$ cat src/rtl/coeff_seq.sv
// coeff_seq: multi-channel coefficient-ROM read sequencer.
//
// Holds one read pointer per channel and shares a single synchronous
// coefficient-memory read port between the channels through a round-robin
// arbiter. Each pointer advances under a shared per-entry advance mask. An
// optional per-entry hold count repeats reads of an entry. At the final
// entry the pointer either wraps to 0 or stops and raises a sticky done flag.
//
// Optional feature macro: COEFF_SEQ_STALL_CNT_EN
//   When defined, adds stall_cnt_o. It holds one saturating 16-bit counter
//   per channel, counting cycles where the channel is eligible but not granted.
//
// Ports:
//   clkn_i      clock, all state on posedge
//   rst_i       asynchronous reset, active high
//   redo_i      per-channel restart (pointer, hold count, done cleared)
//   rd_en_i     per-channel read request, level
//   adv_mask_i  per-entry advance enable (0 parks the pointer on that entry)
//   last_ptr_i  final entry index, shared by all channels
//   wrap_en_i   1: wrap to 0 after last entry, 0: stop and flag done
//   hold_i      extra reads per entry before advancing
//   gnt_o       one-hot combinational grant
//   mem_re_o    registered memory read enable
//   mem_addr_o  registered {channel, pointer}
//   rd_vld_o    read data valid, aligned to sync-RAM output
//   rd_ch_o     channel owning the data flagged by rd_vld_o
//   rd_ptr_o    current pointer per channel, channel c at [c*ADDR_LINES +: ADDR_LINES]
//   done_o      per-channel end-of-table flag
//   stall_cnt_o per-channel stall counters (COEFF_SEQ_STALL_CNT_EN only)

module coeff_seq #(
  parameter int ADDR_LINES = 4,
  parameter int CHANNELS   = 2,
  parameter int CH_W       = $clog2(CHANNELS),
  parameter int HOLD_W     = 4
) (
  input  logic                           clkn_i,
  input  logic                           rst_i,
  input  logic [CHANNELS-1:0]            redo_i,
  input  logic [CHANNELS-1:0]            rd_en_i,
  input  logic [(1<<ADDR_LINES)-1:0]     adv_mask_i,
  input  logic [ADDR_LINES-1:0]          last_ptr_i,
  input  logic                           wrap_en_i,
  input  logic [HOLD_W-1:0]              hold_i,
  output logic [CHANNELS-1:0]            gnt_o,
  output logic                           mem_re_o,
  output logic [CH_W+ADDR_LINES-1:0]     mem_addr_o,
  output logic                           rd_vld_o,
  output logic [CH_W-1:0]                rd_ch_o,
  output logic [CHANNELS*ADDR_LINES-1:0] rd_ptr_o,
`ifdef COEFF_SEQ_STALL_CNT_EN
  output logic [CHANNELS*16-1:0]         stall_cnt_o,
`endif
  output logic [CHANNELS-1:0]            done_o
);

  logic [ADDR_LINES-1:0] ptr_q  [CHANNELS];
  logic [HOLD_W-1:0]     hold_q [CHANNELS];
  logic [CHANNELS-1:0]   done_q;
  logic [CH_W-1:0]       last_q;

  logic [CHANNELS-1:0]   elig;
  logic                  gnt_any;
  logic [CH_W-1:0]       gnt_idx;
  logic [CH_W-1:0]       cand;

  assign elig = rd_en_i & ~done_q & ~redo_i;

  // Search starts one past the last granted channel. CHANNELS is a power of
  // two, so the CH_W-bit sum wraps around the channel ring by itself; the
  // final step (k == CHANNELS) revisits the last granted channel.
  always_comb begin
    gnt_o   = '0;
    gnt_any = 1'b0;
    gnt_idx = '0;
    cand    = '0;
    for (int k = 1; k <= CHANNELS; k++) begin
      cand = last_q + CH_W'(k);
      if (!gnt_any && elig[cand]) begin
        gnt_any       = 1'b1;
        gnt_idx       = cand;
        gnt_o[cand]   = 1'b1;
      end
    end
  end

  always_ff @(posedge clkn_i or posedge rst_i) begin
    if (rst_i) begin
      last_q <= CH_W'(CHANNELS - 1);
    end else if (gnt_any) begin
      last_q <= gnt_idx;
    end
  end

  // Per-channel pointer / hold / done. redo wins over a grant; the arbiter
  // already excludes redo channels, so the grant branch never sees one.
  always_ff @(posedge clkn_i or posedge rst_i) begin
    if (rst_i) begin
      for (int c = 0; c < CHANNELS; c++) begin
        ptr_q[c]  <= '0;
        hold_q[c] <= '0;
      end
      done_q <= '0;
    end else begin
      for (int c = 0; c < CHANNELS; c++) begin
        if (redo_i[c]) begin
          ptr_q[c]  <= '0;
          hold_q[c] <= '0;
          done_q[c] <= 1'b0;
        end else if (gnt_o[c] && adv_mask_i[ptr_q[c]]) begin
          // A count already above a lowered hold_i counts as expired.
          if (hold_q[c] < hold_i) begin
            hold_q[c] <= hold_q[c] + 1'b1;
          end else begin
            hold_q[c] <= '0;
            if (ptr_q[c] != last_ptr_i) begin
              ptr_q[c] <= ptr_q[c] + 1'b1;
            end else if (wrap_en_i) begin
              ptr_q[c] <= '0;
            end else begin
              done_q[c] <= 1'b1;
            end
          end
        end
      end
    end
  end

  // Read pipeline: grant -> address register -> data valid. In-flight reads
  // finish regardless of redo; only reset flushes them.
  always_ff @(posedge clkn_i or posedge rst_i) begin
    if (rst_i) begin
      mem_re_o   <= 1'b0;
      mem_addr_o <= '0;
      rd_vld_o   <= 1'b0;
      rd_ch_o    <= '0;
    end else begin
      mem_re_o <= gnt_any;
      if (gnt_any) begin
        mem_addr_o <= {gnt_idx, ptr_q[gnt_idx]};
      end
      rd_vld_o <= mem_re_o;
      rd_ch_o  <= mem_addr_o[ADDR_LINES +: CH_W];
    end
  end

  always_comb begin
    rd_ptr_o = '0;
    for (int c = 0; c < CHANNELS; c++) begin
      rd_ptr_o[c*ADDR_LINES +: ADDR_LINES] = ptr_q[c];
    end
  end

  assign done_o = done_q;

`ifdef COEFF_SEQ_STALL_CNT_EN
  logic [15:0] stall_q [CHANNELS];

  always_ff @(posedge clkn_i or posedge rst_i) begin
    if (rst_i) begin
      for (int c = 0; c < CHANNELS; c++) begin
        stall_q[c] <= '0;
      end
    end else begin
      for (int c = 0; c < CHANNELS; c++) begin
        if (redo_i[c]) begin
          stall_q[c] <= '0;
        end else if (elig[c] && !gnt_o[c] && stall_q[c] != 16'hFFFF) begin
          stall_q[c] <= stall_q[c] + 16'd1;
        end
      end
    end
  end

  always_comb begin
    stall_cnt_o = '0;
    for (int c = 0; c < CHANNELS; c++) begin
      stall_cnt_o[c*16 +: 16] = stall_q[c];
    end
  end
`endif

endmodule

$ cat config.mk
export PLATFORM = sky130hd
export DESIGN_NAME = coeff_seq
export DESIGN_NICKNAME = d
export VERILOG_FILES = /design/src/rtl/coeff_seq.sv
export SDC_FILE = /design/constraint.sdc
export NUM_CORES = 1
export LEC_CHECK = 0
export CELL_PAD_IN_SITES_DETAIL_PLACEMENT = 1
export CELL_PAD_IN_SITES_GLOBAL_PLACEMENT = 2
export CORE_UTILIZATION = 29
export DETAILED_ROUTE_END_ITERATION = 7
export MAX_ROUTING_LAYER = met4
export PLACE_DENSITY_LB_ADDON = 0.15
export SKIP_LAST_GASP = 1
export SYNTH_ARGS = -nofsm -noshare
export SYNTH_HDL_FRONTEND = slang
export SYNTH_SLANG_ARGS = --single-unit
export TNS_END_PERCENT = 1
$ cat constraint.sdc
create_clock -name clkn_i -period 2.9 [get_ports clkn_i]
set_clock_uncertainty 0.2 [all_clocks]
set_input_delay 0.87 -clock clkn_i [delete_from_list [all_inputs] [get_ports clkn_i]]
set_output_delay 0.87 -clock clkn_i [all_outputs]
set_load 0.005 [all_outputs]
* Word level (Yosys, flattened, before mapping)
Index checks and enable logic that the tools add are counted.
** Storage, ports and cells
- Register bits :: 27
- Input port bits :: 31
- Logic and storage cells :: 98
** Cells by class
- $add $sub $neg :: 5
- Magnitude comparators :: 9
- Eq/ne operators :: 8
- Multiplexer cells :: 45
- Bitwise gates (word level) :: 6
- Reduce and logical (&&, ||, !) cells :: 14
** Operators by type and width (number)
- 4-bit 2-to-1 mux :: 18
- 1-bit 2-to-1 mux :: 21
- 4-bit by 1-bit adder with 4-bit output, second input constant :: 4
- 2-bit inequality test, second input constant :: 6
- 4-bit by 5-bit less-than comparator with 1-bit output, second input constant :: 2
- 1-bit binary-select mux with 4-bit select :: 2
- 4-bit less-than comparator :: 2
- 4-bit inequality test :: 2
- 4-bit AND reduction :: 2
- 3-bit AND reduction :: 2
- 3-bit nonzero test :: 2
- 1-bit logical AND :: 5
- 2-bit AND :: 2
- 1-bit by 2-bit less-than comparator with 1-bit output, second input constant :: 2
- 2-bit 2-to-1 mux :: 2
- 2-bit NOT :: 2
- 2-bit nonzero test :: 2
- 1-bit demux with 1-bit select :: 2
- 1-bit >= comparator, second input constant :: 2
- 2-bit >= comparator, second input constant :: 1
- 1-bit NOT with 2-bit output :: 1
- 2-bit OR :: 1
- 1-bit adder, second input constant :: 1
- 1-bit logical NOT :: 1

* Longest topological paths before layout
Gate-level depths: netlist of run 1.
- Depth in word-level cells :: 13
- Gate-level depth with buffers :: 8
- Mapped depth without buffers :: 7

* Least setup slack after synthesis of run 1
Ideal clock, no wire load.
- Path kind :: in2out
- Start point :: input port redo_i[1]
- End point :: output port gnt_o[0]
- Arrival time :: 1687 ps
- Data required time :: 1830 ps
- Setup slack :: 143 ps
- Cell stages on the path :: 3
- Buffers on the path :: 0
- Path through :: or3b_2 o21ai_1 inv_1
** On the way
- Word-level cells in the longest chain between the ends :: 8
- Elaborated cells between the ends (all ways) :: 12
- Classes of those cells :: 7 x mux; 3 x bitwise; 2 x reduce/logical
** RTL lines
- start: declaration :: RTL line 39 : input logic [CHANNELS-1:0] redo_i,
- 2-bit NOT (*) :: RTL line 67 : assign elig = rd_en_i & ~done_q & ~redo_i;
- 2-bit AND (*) :: RTL line 67
- 1-bit 2-to-1 mux (implied by the code) (2 in a row) :: RTL line 79 : if (!gnt_any && elig[cand]) begin
- 1-bit 2-to-1 mux :: RTL line 79
- 1-bit logical NOT :: RTL line 79
- 1-bit logical AND :: RTL line 79
- 2-bit 2-to-1 mux (*) :: RTL line 79
- end: declaration :: RTL line 45 : output logic [CHANNELS-1:0] gnt_o,
Every way passes the cells marked *; elsewhere a longest branch is shown, timed or not. The select of a mux whose other input is x is not followed.

* Worst setup path after layout of run 1
- Start point :: input port hold_i[1]
- End point :: register ptr_q, in the netlist rd_ptr_o[3]
** On the way
- Word-level cells in the longest chain between the ends :: 3
** RTL lines
- start: declaration :: RTL line 44 : input logic [HOLD_W-1:0] hold_i,
- 4-bit less-than comparator :: RTL line 112 : if (hold_q[c] < hold_i) begin
- 2-bit inequality test (no source line)
- 3-bit AND reduction (no source line)
- end signal: indexed assignment :: RTL line 117 : ptr_q[c] <= ptr_q[c] + 1'b1;
- end: declaration :: RTL line 57 : logic [ADDR_LINES-1:0] ptr_q [CHANNELS];
Every way passes these cells.
A chain may end at the register's enable or synchronous reset.

==> results of run 1 <==
cell usage after synthesis (all sizes together) (2+ instances only):
cell type,number
mux2,5
mux4,5
nand2b,7
a21oi,7
a21o,7
inv,14
o21ai,6
nor2,10
nand3,10
mux2i,9
o22ai,4
nor2b,2
nor3b,2
o2bb2ai,2
nor3,3
nand2,15
clkbuf,4
xnor2,8
o41ai,2
nand4,2
dfrtp,26
o31ai,2
buf,3
nand3b,2
and3,3
or3,2
ha,10
worst register-to-register path: stages, from the launching register on:
cell,delay [ns]
dfrtp_1,0.61
mux4_2,0.57
mux2i_1,0.19
nor3_1,0.09
a311o_2,0.39
buf_4,0.16
nand2b_1,0.11
o2bb2ai_1,0.08
registers in the layout, summed over array words and instances, names as in the netlist:
name        count
mem_re_o        1
hold_q          8
rd_ptr_o        8
mem_addr_o      5
last_q          1
rd_ch_o         1
rd_vld_o        1
done_o          2
kinds of logic after synthesis:
| group | after synthesis | synth area share, % |
|---|---|---|
| AO/OA/AOI/OAI | 40 | 16.3 |
| XOR/XNOR | 8 | 3.77 |
| adder cells (fa/ha/maj) | 10 | 6.73 |
| buffers and inverters | 21 | 4.92 |
| flip-flops | 27 | 36.4 |
| multiplexers | 19 | 13.9 |
| AND/OR/NAND/NOR | 62 | 17.9 |
final cells by class:
class	count	share of cell area, %
inverters	14	1.97
well taps	75	3.51
flip-flops and latches	27	25.3
multi-input cells	139	42.0
clock buffers	4	1.68
repair buffers	75	25.5
repair_timing:
action	in CTS	in global routing
pin swaps	5	3
gates resized for setup	19	6
setup buffers	1	0
endpoints found under the setup margin	11	7
power by group:
part,internal (uW),total (uW),switching (uW)
logic,320,532,212
registers,433,539,105
clock network,98.7,227,128
metal layers:
metal	vias to the layer above	routed length (um)
met3	4	192
li1	829	-
met4	0	51
met2	49	2570
met1	851	2660
met5	-	0
worst max-delay path by stage:
stage / start / endpoint / cells after the start
after floorplan: redo_i[1] / gnt_o[0] / 3
after global placement: rd_en_i[1] / gnt_o[1] / 5
after detailed placement: rd_en_i[1] / gnt_o[1] / 5
after CTS: hold_i[1] / hold_q[7] / 9
after global routing: hold_i[1] / rd_ptr_o[3] / 10
final: hold_i[1] / rd_ptr_o[3] / 10
metrics by stage:
step,hold WS (ns),instances
floorplan,0.176,187
global placement,0.174,329
detailed placement,0.176,329
CTS,0.201,334
finish,0.192,334
global route,0.218,334
==> results.json, run 1 <==
{
  "io_pins": 51,
  "leakage_uw": 0.00119,
  "syn_avg_cell_area_um2": 9.94,
  "maxSlewViolCount": 0,
  "tightest_slew_ns": 0.566,
  "synth_edf_count": 0,
  "rows": 28,
  "place_congestion": 0.761,
  "dpl.hpwl_mm": 4.39,
  "period_share_pct": 99.4,
  "critical-path-top-delay-family": "buffers and inverters",
  "path_buf_inv": 4,
  "synth_nets": 228,
  "worstPathArrival_ns": 2.87,
  "wire_per_inst_um": 16.4,
  "ant_nets": 0,
  "fmax_ghz": 0.347,
  "start_kind": "input pin",
  "timing.rr.end": "hold_q[3]",
  "cpMaxStageDelayCell": "clkdlybuf4s50_1",
  "die_w_um": 82.0,
  "cts_hold_buf": 0,
  "drive_gt1_share_pct": 22.0,
  "met3_usage_pct": 1.56,
  "max_slew_margin_pct": 62.2,
  "dr.first_iter.drc_count": 74,
  "ys.flop_type": "dfrtp_1",
  "tns_ns": 0,
  "cts_root_buf": "clkbuf_8",
  "grt-ovfl-total": 0,
  "syn_inst": 187,
  "status": "finished, final reports clean",
  "synth_warnings": 0,
  "hold_start": "mem_re_o",
  "setup_slack_ns": 0.0172,
  "seqCellArea_um2": 677,
  "setup.worst_path.end_class": "flip-flop",
  "synth-seq-cells": 27,
  "r2r_cells": 7,
  "fin_util_pct": 44.1,
  "top_usage_layer": "met2",
  "die_h_um": 82.0,
  "whs_endpoint": "rd_vld_o",
  "grt_pass1_vias": 1782,
  "grt_max_degree": 17,
  "dr.pass1.iters": 4,
  "seq_area_frac_synth_pct": 36.4,
  "cts_tree": "built",
  "totalWireLength_mm": 5.47,
  "drv_cap": 0,
  "antenna_cells": 0,
  "synth_top_cell_area_share_pct": 35.0,
  "viasPerCell": 5.19,
  "period_needed_ns": 2.88,
  "design_area_mm2": 0.00267,
  "r2r_start": "rd_ptr_o[4]",
  "hold_viol": 0,
  "vias": 1733,
  "clock_path_buffers": 2,
  "synth_cell_types": 49,
  "crit_path_max_fanout": 5,
  "final_nets": 301,
  "htree_levels": 1,
  "num-fill-cells": 706,
  "grt_setup_unrepaired": "true",
  "drc_errors": 0,
  "total_power_uw": 1300,
  "worstPathCellList": "clkdlybuf4s50_1 > inv_2 > ha_1 > a21o_1 > a21o_1 > a211oi_2 > buf_4 > buf_4 > or3_1 > o31ai_1",
  "clock_latency_ns": 0.28,
  "powerDensity_mw_per_mm2": 485,
  "cts_made_buffers": 3,
  "coreArea_mm2": 0.00606,
  "ys_async_sr_fraction_pct": 100,
  "synthTopCellsByArea": "dfrtp_1 35%, ha_1 6.7%, mux4_2 6.1%",
  "synth_top_cell_by_area": "dfrtp_1",
  "finalSetupViolCount": 0,
  "max_stage_delay_ns": 0.48,
  "track_usage_pct": 18.5,
  "met2_usage_pct": 30.2,
  "ff2ff_setup_slack_ns": 0.40,
  "antenna_found_initial": 0,
  "critical_path_class": "in2reg",
  "multiInputGateArea_mm2": 0.00112,
  "synth_area_mm2": 0.00186,
  "layout_common_cells": "44 x clkdlybuf4s50_1, 26 x dfrtp_1, 24 x buf_4",
  "initial_core_util_pct": 30.7,
  "clkTransAtPathRegs_ns": 0.10,
  "port_buffers": 50,
  "hold_class": "reg2reg",
  "layout_commonest_cell": "clkdlybuf4s50_1",
  "grtUsageMet1_pct": 24.7,
  "cp.required_ns": 2.89,
  "dieArea_mm2": 0.00673,
  "irDropWorstVdd_mv": 0.283,
  "numClockSinks": 27,
  "areaGrowthSynthToFinish_pct": 43.9,
  "post-place-ws_ns": -0.744,
  "grt_pass1_wl_mm": 9.06,
  "min_path_cells": 0,
  "place_area_mm2": 0.00261
}
No activity file was read; power rests on OpenSTA's default activity.
==> run 2: changes to the inputs <==
ABC_CLOCK_PERIOD_IN_PS = 2900   (was not set)
SKIP_CTS_REPAIR_TIMING = 1   (was not set)
==> run 2 against run 1 <==
  * Largest cell class unchanged
  * Critical path type unchanged
  * Largest power group unchanged
  * Register-to-register slack about the same
  * Critical path depth down 1
  * Count of clock-buffer cells in the layout unchanged
  * Hold slack better by 0.00075 ns
  * The flow now finishes with violations (negative setup slack)
  * Non-clock buffer count down 1
==> results.json, run 2 (synthesized netlist as in run 1, its figures left out) <==
{
  "setup_slack_ns": -0.0302,
  "met3_usage_pct": 1.56,
  "violations": "negative setup slack",
  "grtUsageMet1_pct": 24.8,
  "layout_common_cells": "44 x clkdlybuf4s50_1, 26 x dfrtp_1, 23 x buf_4",
  "timing.rr.end": "hold_q[3]",
  "drc_errors": 0,
  "leakage_uw": 0.00121,
  "cp.required_ns": 2.92,
  "finalSetupViolCount": 1,
  "place_congestion": 0.761,
  "ff2ff_setup_slack_ns": 0.40,
  "grt_pass1_vias": 1772,
  "io_pins": 51,
  "r2r_cells": 7,
  "clock_path_buffers": 2,
  "dr.pass1.iters": 4,
  "maxSlewViolCount": 0,
  "htree_levels": 1,
  "min_path_cells": 0,
  "post-place-ws_ns": -0.744,
  "crit_path_max_fanout": 5,
  "start_kind": "input pin",
  "hold_class": "reg2reg",
  "viasPerCell": 5.15,
  "numClockSinks": 27,
  "track_usage_pct": 18.4,
  "final_nets": 300,
  "path_buf_inv": 3,
  "ant_nets": 0,
  "rows": 28,
  "worst_path_most_repeated_cell": "a21o_1",
  "hold_viol": 0,
  "fmax_ghz": 0.341,
  "period_needed_ns": 2.93,
  "port_buffers": 50,
  "cpMaxStageDelayCell": "clkdlybuf4s50_1",
  "hold_start": "mem_re_o",
  "cts_root_buf": "clkbuf_8",
  "irDropWorstVdd_mv": 0.285,
  "cts_tree": "built",
  "grt_pass1_wl_mm": 9.03,
  "drv_cap": 0,
  "clkTransAtPathRegs_ns": 0.10,
  "whs_endpoint": "rd_vld_o",
  "fin_cells": 333,
  "clock_latency_ns": 0.28,
  "layout_commonest_cell": "clkdlybuf4s50_1",
  "cts_made_buffers": 3,
  "met2_usage_pct": 29.8,
  "max_stage_delay_ns": 0.46,
  "antenna_cells": 0,
  "hold_ws_ns": 0.193,
  "worstPathCellList": "clkdlybuf4s50_1 > inv_1 > ha_1 > a21o_1 > a21o_1 > a211oi_1 > buf_4 > or4b_1 > nand3_1",
  "die_h_um": 82.0,
  "grt_max_degree": 17,
  "top_usage_layer": "met2",
  "dr.first_iter.drc_count": 36,
  "grt_setup_unrepaired": "true",
  "status": "finished, violations left",
  "drive_gt1_share_pct": 20.2,
  "dpl.hpwl_mm": 4.39,
  "antenna_found_initial": 0,
  "grt-ovfl-total": 0,
  "period_share_pct": 101,
  "r2r_start": "rd_ptr_o[4]",
  "max_slew_margin_pct": 61.8,
  "initial_core_util_pct": 30.7,
  "critical-path-top-delay-family": "buffers and inverters",
  "critical_path_class": "in2reg",
  "worstPathArrival_ns": 2.95,
  "dp_cells": 329,
  "wire_per_inst_um": 16.4,
  "totalWireLength_mm": 5.45,
  "vias": 1715,
  "dieArea_mm2": 0.00673,
  "tightest_slew_ns": 0.572,
  "coreArea_mm2": 0.00606,
  "setup.worst_path.end_class": "flip-flop",
  "areaGrowthSynthToFinish_pct": 43.7,
  "powerDensity_mw_per_mm2": 484,
  "die_w_um": 82.0
}
-- run 2: changes by cell type in the layout (fill, tap and decap cells not counted), sizes merged --
cell          previous run  this run
buf                     27        24
dlygate4sd2              3         0
clkbuf                   5         6
dlymetal6s2s             0         4
-- run 2: layout make-up --
cell class	count	area [um2]
tap	75	93.8
multi-input combinational	139	1110
timing repair buffer	74	693
fill	703	3390
inverter	14	52.6
sequential	27	677
clock buffer	4	45.0
-- run 2: worst max path at each step --
| stage | start | end | cells after the start |
|---|---|---|---|
| 2_1_floorplan | redo_i[1] | gnt_o[0] | 3 |
| 3_3_place_gp | rd_en_i[1] | gnt_o[1] | 5 |
| 3_5_place_dp | rd_en_i[1] | gnt_o[1] | 5 |
| 4_1_cts | rd_en_i[1] | gnt_o[1] | 5 |
| 5_1_grt | hold_i[1] | hold_q[7] | 9 |
| 6_report | hold_i[1] | hold_q[7] | 9 |
-- run 2: where the power goes --
group / internal [uW] / switching, uW
Sequential: 433 / 106
Clock: 98.8 / 129
Combinational: 317 / 209
-- run 2: stage by stage --
step,TNS (ns),power [uW],area (um2),util [%]
3_3_place_gp,-5.90,1070,2610,43.0
4_1_cts,-1.77,1310,2650,43.7
3_5_place_dp,-6.36,1080,2610,43.0
6_report,-0.0302,1290,2670,44.1
5_1_grt,-0.317,1380,2670,44.1
2_1_floorplan,0,817,1860,-
-- run 2: per-layer routing --
layer / part of all wire, % / vias to the layer above
li1: - / 826
met1: 49 / 840
met2: 47 / 45
met3: 3.5 / 4
met4: 0.94 / 0
met5: 0 / -
-- run 2: worst reg2reg max path, stage by stage (launching register included) --
cell and delay [ns]:
dfrtp_1 0.61, mux4_2 0.57, mux2i_1 0.18, nor3_1 0.08
a311o_2 0.39, buf_4 0.16, nand2b_1 0.11, o2bb2ai_1 0.08
==> run 3: changes to the inputs <==
CAP_MARGIN = 40   (was not set)
==> results of run 3 <==
Final layout, timing and power as in run 2 (identical DEF).
